## src/rtl/kb_line_buffer.sv

```systemverilog
`default_nettype none
// ============================================================================
// kb_line_buffer : assembles key codes into a line, presents it on TERM key
// Revision: 1.0
// ============================================================================
module kb_line_buffer #(
  parameter int              DATA_W    = 8,
  parameter int              MAX_CHARS = 8,
  parameter logic [DATA_W-1:0] KEY_TERM  = 'h0D,
  parameter logic [DATA_W-1:0] KEY_BS    = 'h08,
  parameter logic [DATA_W-1:0] PAD       = 'h00
) (
  input  logic                          clk,
  input  logic                          rst,
  input  logic [DATA_W-1:0]             key,
  input  logic                          key_valid,
  output logic                          key_ready,
  output logic [MAX_CHARS*DATA_W-1:0]   line_out,
  output logic [$clog2(MAX_CHARS+1)-1:0] line_len,
  output logic                          line_overflow,
  output logic                          line_valid,
  input  logic                          line_ready
);

  localparam int CNT_W = $clog2(MAX_CHARS + 1);
  localparam logic [CNT_W-1:0] C_MAX_CNT = CNT_W'(MAX_CHARS);

  typedef enum logic [0:0] {
    COLLECT = 1'b0,
    HOLD    = 1'b1
  } state_t;

  state_t                                state_q, state_d;
  logic [CNT_W-1:0]                      count_q, count_d;
  logic                                  ovf_q, ovf_d;
  // Element 0 is the most significant slot, so the packed array maps
  // directly onto line_out with char0 in the MSBs.
  logic [0:MAX_CHARS-1][DATA_W-1:0]      slots_q, slots_d;
  logic [MAX_CHARS*DATA_W-1:0]           line_out_q, line_out_d;
  logic [CNT_W-1:0]                      line_len_q, line_len_d;
  logic                                  line_ovf_q, line_ovf_d;
  logic                                  line_valid_q, line_valid_d;
  logic                                  w_accept;

  assign key_ready     = (state_q == COLLECT);
  assign w_accept      = key_valid & key_ready & ~rst;
  assign line_out      = line_out_q;
  assign line_len      = line_len_q;
  assign line_overflow = line_ovf_q;
  assign line_valid    = line_valid_q;

  always_comb begin
    state_d      = state_q;
    count_d      = count_q;
    ovf_d        = ovf_q;
    slots_d      = slots_q;
    line_out_d   = line_out_q;
    line_len_d   = line_len_q;
    line_ovf_d   = line_ovf_q;
    line_valid_d = line_valid_q;
    case (state_q)
      COLLECT: begin
        if (w_accept) begin
          if (key == KEY_TERM) begin
            line_out_d   = slots_q;
            line_len_d   = count_q;
            line_ovf_d   = ovf_q;
            line_valid_d = 1'b1;
            state_d      = HOLD;
          end else if (key == KEY_BS) begin
            if (count_q != '0) begin
              count_d = count_q - 1'b1;
              for (int i = 0; i < MAX_CHARS; i++) begin
                if (i == int'(count_q) - 1) slots_d[i] = PAD;
              end
            end
          end else if (count_q < C_MAX_CNT) begin
            count_d = count_q + 1'b1;
            for (int i = 0; i < MAX_CHARS; i++) begin
              if (i == int'(count_q)) slots_d[i] = key;
            end
          end else begin
            ovf_d = 1'b1;
          end
        end
      end
      HOLD: begin
        if (line_ready) begin
          line_valid_d = 1'b0;
          count_d      = '0;
          ovf_d        = 1'b0;
          slots_d      = {MAX_CHARS{PAD}};
          state_d      = COLLECT;
        end
      end
      default: state_d = COLLECT;
    endcase
  end

  always_ff @(posedge clk) begin
    if (rst) begin
      state_q      <= COLLECT;
      count_q      <= '0;
      ovf_q        <= 1'b0;
      slots_q      <= {MAX_CHARS{PAD}};
      line_out_q   <= {MAX_CHARS{PAD}};
      line_len_q   <= '0;
      line_ovf_q   <= 1'b0;
      line_valid_q <= 1'b0;
    end else begin
      state_q      <= state_d;
      count_q      <= count_d;
      ovf_q        <= ovf_d;
      slots_q      <= slots_d;
      line_out_q   <= line_out_d;
      line_len_q   <= line_len_d;
      line_ovf_q   <= line_ovf_d;
      line_valid_q <= line_valid_d;
    end
  end

endmodule
`default_nettype wire

```

## config.mk

```make
export PLATFORM = sky130hd
export DESIGN_NAME = kb_line_buffer
export DESIGN_NICKNAME = d
export VERILOG_FILES = /design/src/rtl/kb_line_buffer.sv
export SDC_FILE = /design/constraint.sdc
export NUM_CORES = 1
export LEC_CHECK = 0
export BUFFER_PORTS_ARGS = -buffer_cell sky130_fd_sc_hd__buf_2
export CORE_ASPECT_RATIO = 0.8
export CORE_UTILIZATION = 45
export DETAILED_ROUTE_END_ITERATION = 6
export PLACE_DENSITY = 0.71
export SYNTH_ARGS = -nofsm -noshare
export SYNTH_HDL_FRONTEND = slang
export SYNTH_SLANG_ARGS = --single-unit
export TNS_END_PERCENT = 5
```

## constraint.sdc

```tcl
create_clock -name clk -period 2.6 [get_ports clk]
set_clock_uncertainty 0.15 [all_clocks]
set_input_delay 0.26 -clock clk [delete_from_list [all_inputs] [get_ports clk]]
set_output_delay 0.26 -clock clk [all_outputs]
set_load 0.03 [all_outputs]
```

==> out/qor.tcl <==
set qor(status) {finished clean}
set qor(antenna_found_initial) 0
set qor(dp_hpwl_mm) 8.25
set qor(worst_tran_pin_value_ns) 0.916
set qor(final-max-slew-violation-count) 0
set qor(clk_pin_slew_worst_paths_ns) 0.06
set qor(final_cell_area_mm2) 0.00675
set qor(synth-edff-count) 0
set qor(timing.critical_path.max_delay_family) {buffers and inverters}
set qor(report.final.setup_viol) 0
set qor(route.vias.total) 4444
set qor(min_to) {slots_q[62]$_SDFFE_PP0P_}
set qor(place_ws_ns) 0.125
set qor(max-vdd-ir-drop_v) 0.000465
set qor(drtPass1Iterations) 6
set qor(critical_path.n_buffers_inverters) 3
set qor(postSynthRegisterBits) 140
set qor(cp_data_arrival_time_ns) 2.60
set qor(holdCritStartpoint) {key[6]}
set qor(drc_violation_count_after_routing) 0
set qor(worst_reg2reg_path_depth) 6
set qor(antenna_cells) 0
set qor(cellPowerDensity_mw_per_mm2) 736
set qor(core-area_mm2) 0.0117
set qor(timing.critical_path.required_ns) 2.72
set qor(leakagePower_uw) 0.00305
set qor(wl_mm) 12.8
set qor(worst_setup_margin_ns) 0.123
set qor(wire_per_inst_um) 15.0
set qor(grt-ovfl-total) 0
set qor(die-height_um) 101
set qor(io_buffer_count) 82
set qor(fmaxAchievable_ghz) 0.404
set qor(timing.final.crit_period_ns) 2.48
set qor(finalCritPeriodShare_pct) 95.3
set qor(drt-vias-per-instance) 5.23
set qor(gp_routability_congestion) 0.875
set qor(synthesis.instances) 611
set qor(final.fill_count) 1045
set qor(power_uw) 4970
set qor(h-tree-depth) 4
set qor(final-hold-violation-count) 0
set qor(critical-path-max-stage-delay_ns) 0.74
set qor(critPathLaunch) {rst}
set qor(synth_fp_nets) 626
set qor(worst-r2r-setup-slack_ns) 0.13
set qor(drt_iter0_markers) 268
set qor(yosys_warnings) 0
set qor(dieWidth_um) 126
set qor(root_buffer) {sky130_fd_sc_hd__clkbuf_16}
set qor(wire_length_of_the_first_global_routing_pass_mm) 20.7
set qor(worstSetupPathType) {input port to flop}
set qor(syn-cell-area_mm2) 0.00553
set qor(cts_made_buffers) 17
set qor(overall_track_demand_over_capacity_in_global_routing_pct) 21.0
set qor(max_cap_violations) 0
set qor(holdCritPathClass) {input port to flop}
set qor(worst_slew_margin_relative_to_its_limit_pct) 38.8
set qor(critical_path_cell_count) 8
set qor(worst_r2r_endpoint) {slots_q[50]$_SDFFE_PP0P_}
set qor(setup-tns-final_ns) 0
set qor(tritoncts) {done}
set qor(worst_hold_path.num_cells) 2
set qor(clock-sinks) 140
set qor(worst-path-max-fanout) 10
set qor(rsz_0062_raised_after_global_routing) {false}
set qor(max-clock-path-buffers) 2
set qor(placement_rows) 35
set qor(area_delta_synth_final_pct) 21.9
set qor(crit-reg2reg-launch) {count_q[2]$_SDFFE_PP0P_}
set qor(place_area_mm2) 0.00609
set qor(crit_path_capture_type) {flop}
set qor(grt_pass1_vias) 4113
set qor(grt_max_degree) 115
set qor(drive_gt1_share_pct) 20.1
set qor(clock_insertion_delay_worst_skew_ns) 0.41
set qor(synth_sequential_area_ratio_pct) 50.6
set qor(critical_path.cell_chain) {dlygate4sd3_1, buf_2, nor3b_4, nor2_1, a211oi_4, o32ai_4, buf_4, mux2i_1}
set qor(syn_avg_cell_area_um2) 9.06
set qor(die_outline_area_mm2) 0.0127
set qor(critPathSlowestCell) {sky130_fd_sc_hd__a211oi_4}
set qor(cp-start-kind) {input port}
set qor(synth_flop_type) {sky130_fd_sc_hd__dfxtp_1}
set qor(drtAntennaViolNets) 0
set qor(async_reset_ff_share_pct) 0
set qor(initial_utilization_pct) 47.2
set qor(ctsResizeCount) 0
set qor(ys_types) 51
set qor(final_net_count) 704
set qor(io_pins) 83
==> timing repair <==
item / in CTS / in global routing
setup endpoints to repair: 0 / 2
buffers inserted: 0 / 0
hold buffers: 2 / 0
hold endpoints to repair: 4 / 0
==> cell usage after synthesis (2+ instances only) <==
cell type	instances	area (um2)
sky130_fd_sc_hd__xnor2_1	2	17.5
sky130_fd_sc_hd__o32ai_1	2	17.5
sky130_fd_sc_hd__nand3_1	7	35.0
sky130_fd_sc_hd__a32o_1	7	70.1
sky130_fd_sc_hd__dfxtp_1	140	2800
sky130_fd_sc_hd__o21a_1	2	15.0
sky130_fd_sc_hd__a31oi_1	3	18.8
sky130_fd_sc_hd__or4_1	2	15.0
sky130_fd_sc_hd__buf_4	3	22.5
sky130_fd_sc_hd__o21ai_0	47	235
sky130_fd_sc_hd__nor3_1	2	10.0
sky130_fd_sc_hd__or3_1	2	12.5
sky130_fd_sc_hd__buf_6	2	22.5
sky130_fd_sc_hd__ha_1	2	25.0
sky130_fd_sc_hd__nand2_1	207	777
sky130_fd_sc_hd__clkbuf_1	22	82.6
sky130_fd_sc_hd__nor2b_1	3	18.8
sky130_fd_sc_hd__buf_2	10	50.1
sky130_fd_sc_hd__nor2_1	11	41.3
sky130_fd_sc_hd__o21ai_1	25	125
sky130_fd_sc_hd__a21oi_1	6	30.0
sky130_fd_sc_hd__o211ai_1	2	15.0
sky130_fd_sc_hd__inv_1	5	18.8
sky130_fd_sc_hd__mux2i_1	61	611
sky130_fd_sc_hd__nand3b_1	4	30.0
sky130_fd_sc_hd__nor4b_1	2	17.5
sky130_fd_sc_hd__o22ai_4	6	120
==> cell type report <==
cell class	instances	area, um2	share of cell area (%)
clock inverters	10	189	2.80
multi-input cells	428	2530	37.6
inverters	5	20.0	0.297
repair buffers	97	566	8.38
well taps	148	185	2.74
flip-flops and latches	140	2800	41.5
clock buffers	21	450	6.68
==> through the flow <==
stage	cells	util [%]	hold slack, ns
floorplan	611	-	0.227
finish	849	57.5	0.0166
CTS	849	57.5	0.0000737
global route	849	57.5	0.00562
detailed placement	816	51.9	0.285
global placement	816	51.9	0.284
==> power by group <==
part | switching (uW) | internal, uW | total (uW)
Combinational | 123 | 51.1 | 174
Sequential | 7.41 | 2160 | 2170
Clock | 904 | 1730 | 2630
Total | 1030 | 3930 | 4970
==> flip-flops by register name (all words and copies together) (netlist names) <==
register       flops
count_q            4
line_len           4
line_out          64
line_overflow      1
line_valid         1
ovf_q              1
slots_q           64
state_q            1
==> layer usage <==
metal | GRT usage [%] | vias up | routed length, um
li1 | - | 2226 | -
met1 | 27.9 | 2059 | 6230
met2 | 33.2 | 139 | 5810
met3 | 4.86 | 20 | 579
met4 | 8.71 | 0 | 150
met5 | 0 | - | 0
==> worst max path at each step <==
stage	slack, ns	endpoint
6_report	0.12	slots_q[50]$_SDFFE_PP0P_
4_1_cts	0.12	slots_q[50]$_SDFFE_PP0P_
2_1_floorplan	0.36	slots_q[48]$_SDFFE_PP0P_
3_5_place_dp	0.13	slots_q[57]$_SDFFE_PP0P_
5_1_grt	0.007	slots_q[50]$_SDFFE_PP0P_
3_3_place_gp	0.19	slots_q[57]$_SDFFE_PP0P_
==> logic make-up (layout without fill, tap and decap cells) <==
logic type	Yosys count	count (layout)	share of synthesized area, %
buffers and inverters	43	133	3.64
AO/OA/AOI/OAI	109	109	13.6
XOR/XNOR	3	3	0.475
multiplexers	61	61	11.0
AND/OR/NAND/NOR	252	252	19.8
adder cells (fa/ha/maj)	3	3	0.814
flip-flops	140	140	50.6
==> placed cells by master, fill, tap and decap left out, types with 10 or more instances in the layout <==
cell type                   count
sky130_fd_sc_hd__buf_2         82
sky130_fd_sc_hd__buf_4         10
sky130_fd_sc_hd__clkbuf_16     17
sky130_fd_sc_hd__dfxtp_1      140
sky130_fd_sc_hd__mux2i_1       61
sky130_fd_sc_hd__nand2_1      207
sky130_fd_sc_hd__nor2_1        11
sky130_fd_sc_hd__o21ai_0       47
sky130_fd_sc_hd__o21ai_1       25
Note: power is estimated with default switching activity, not from simulation.
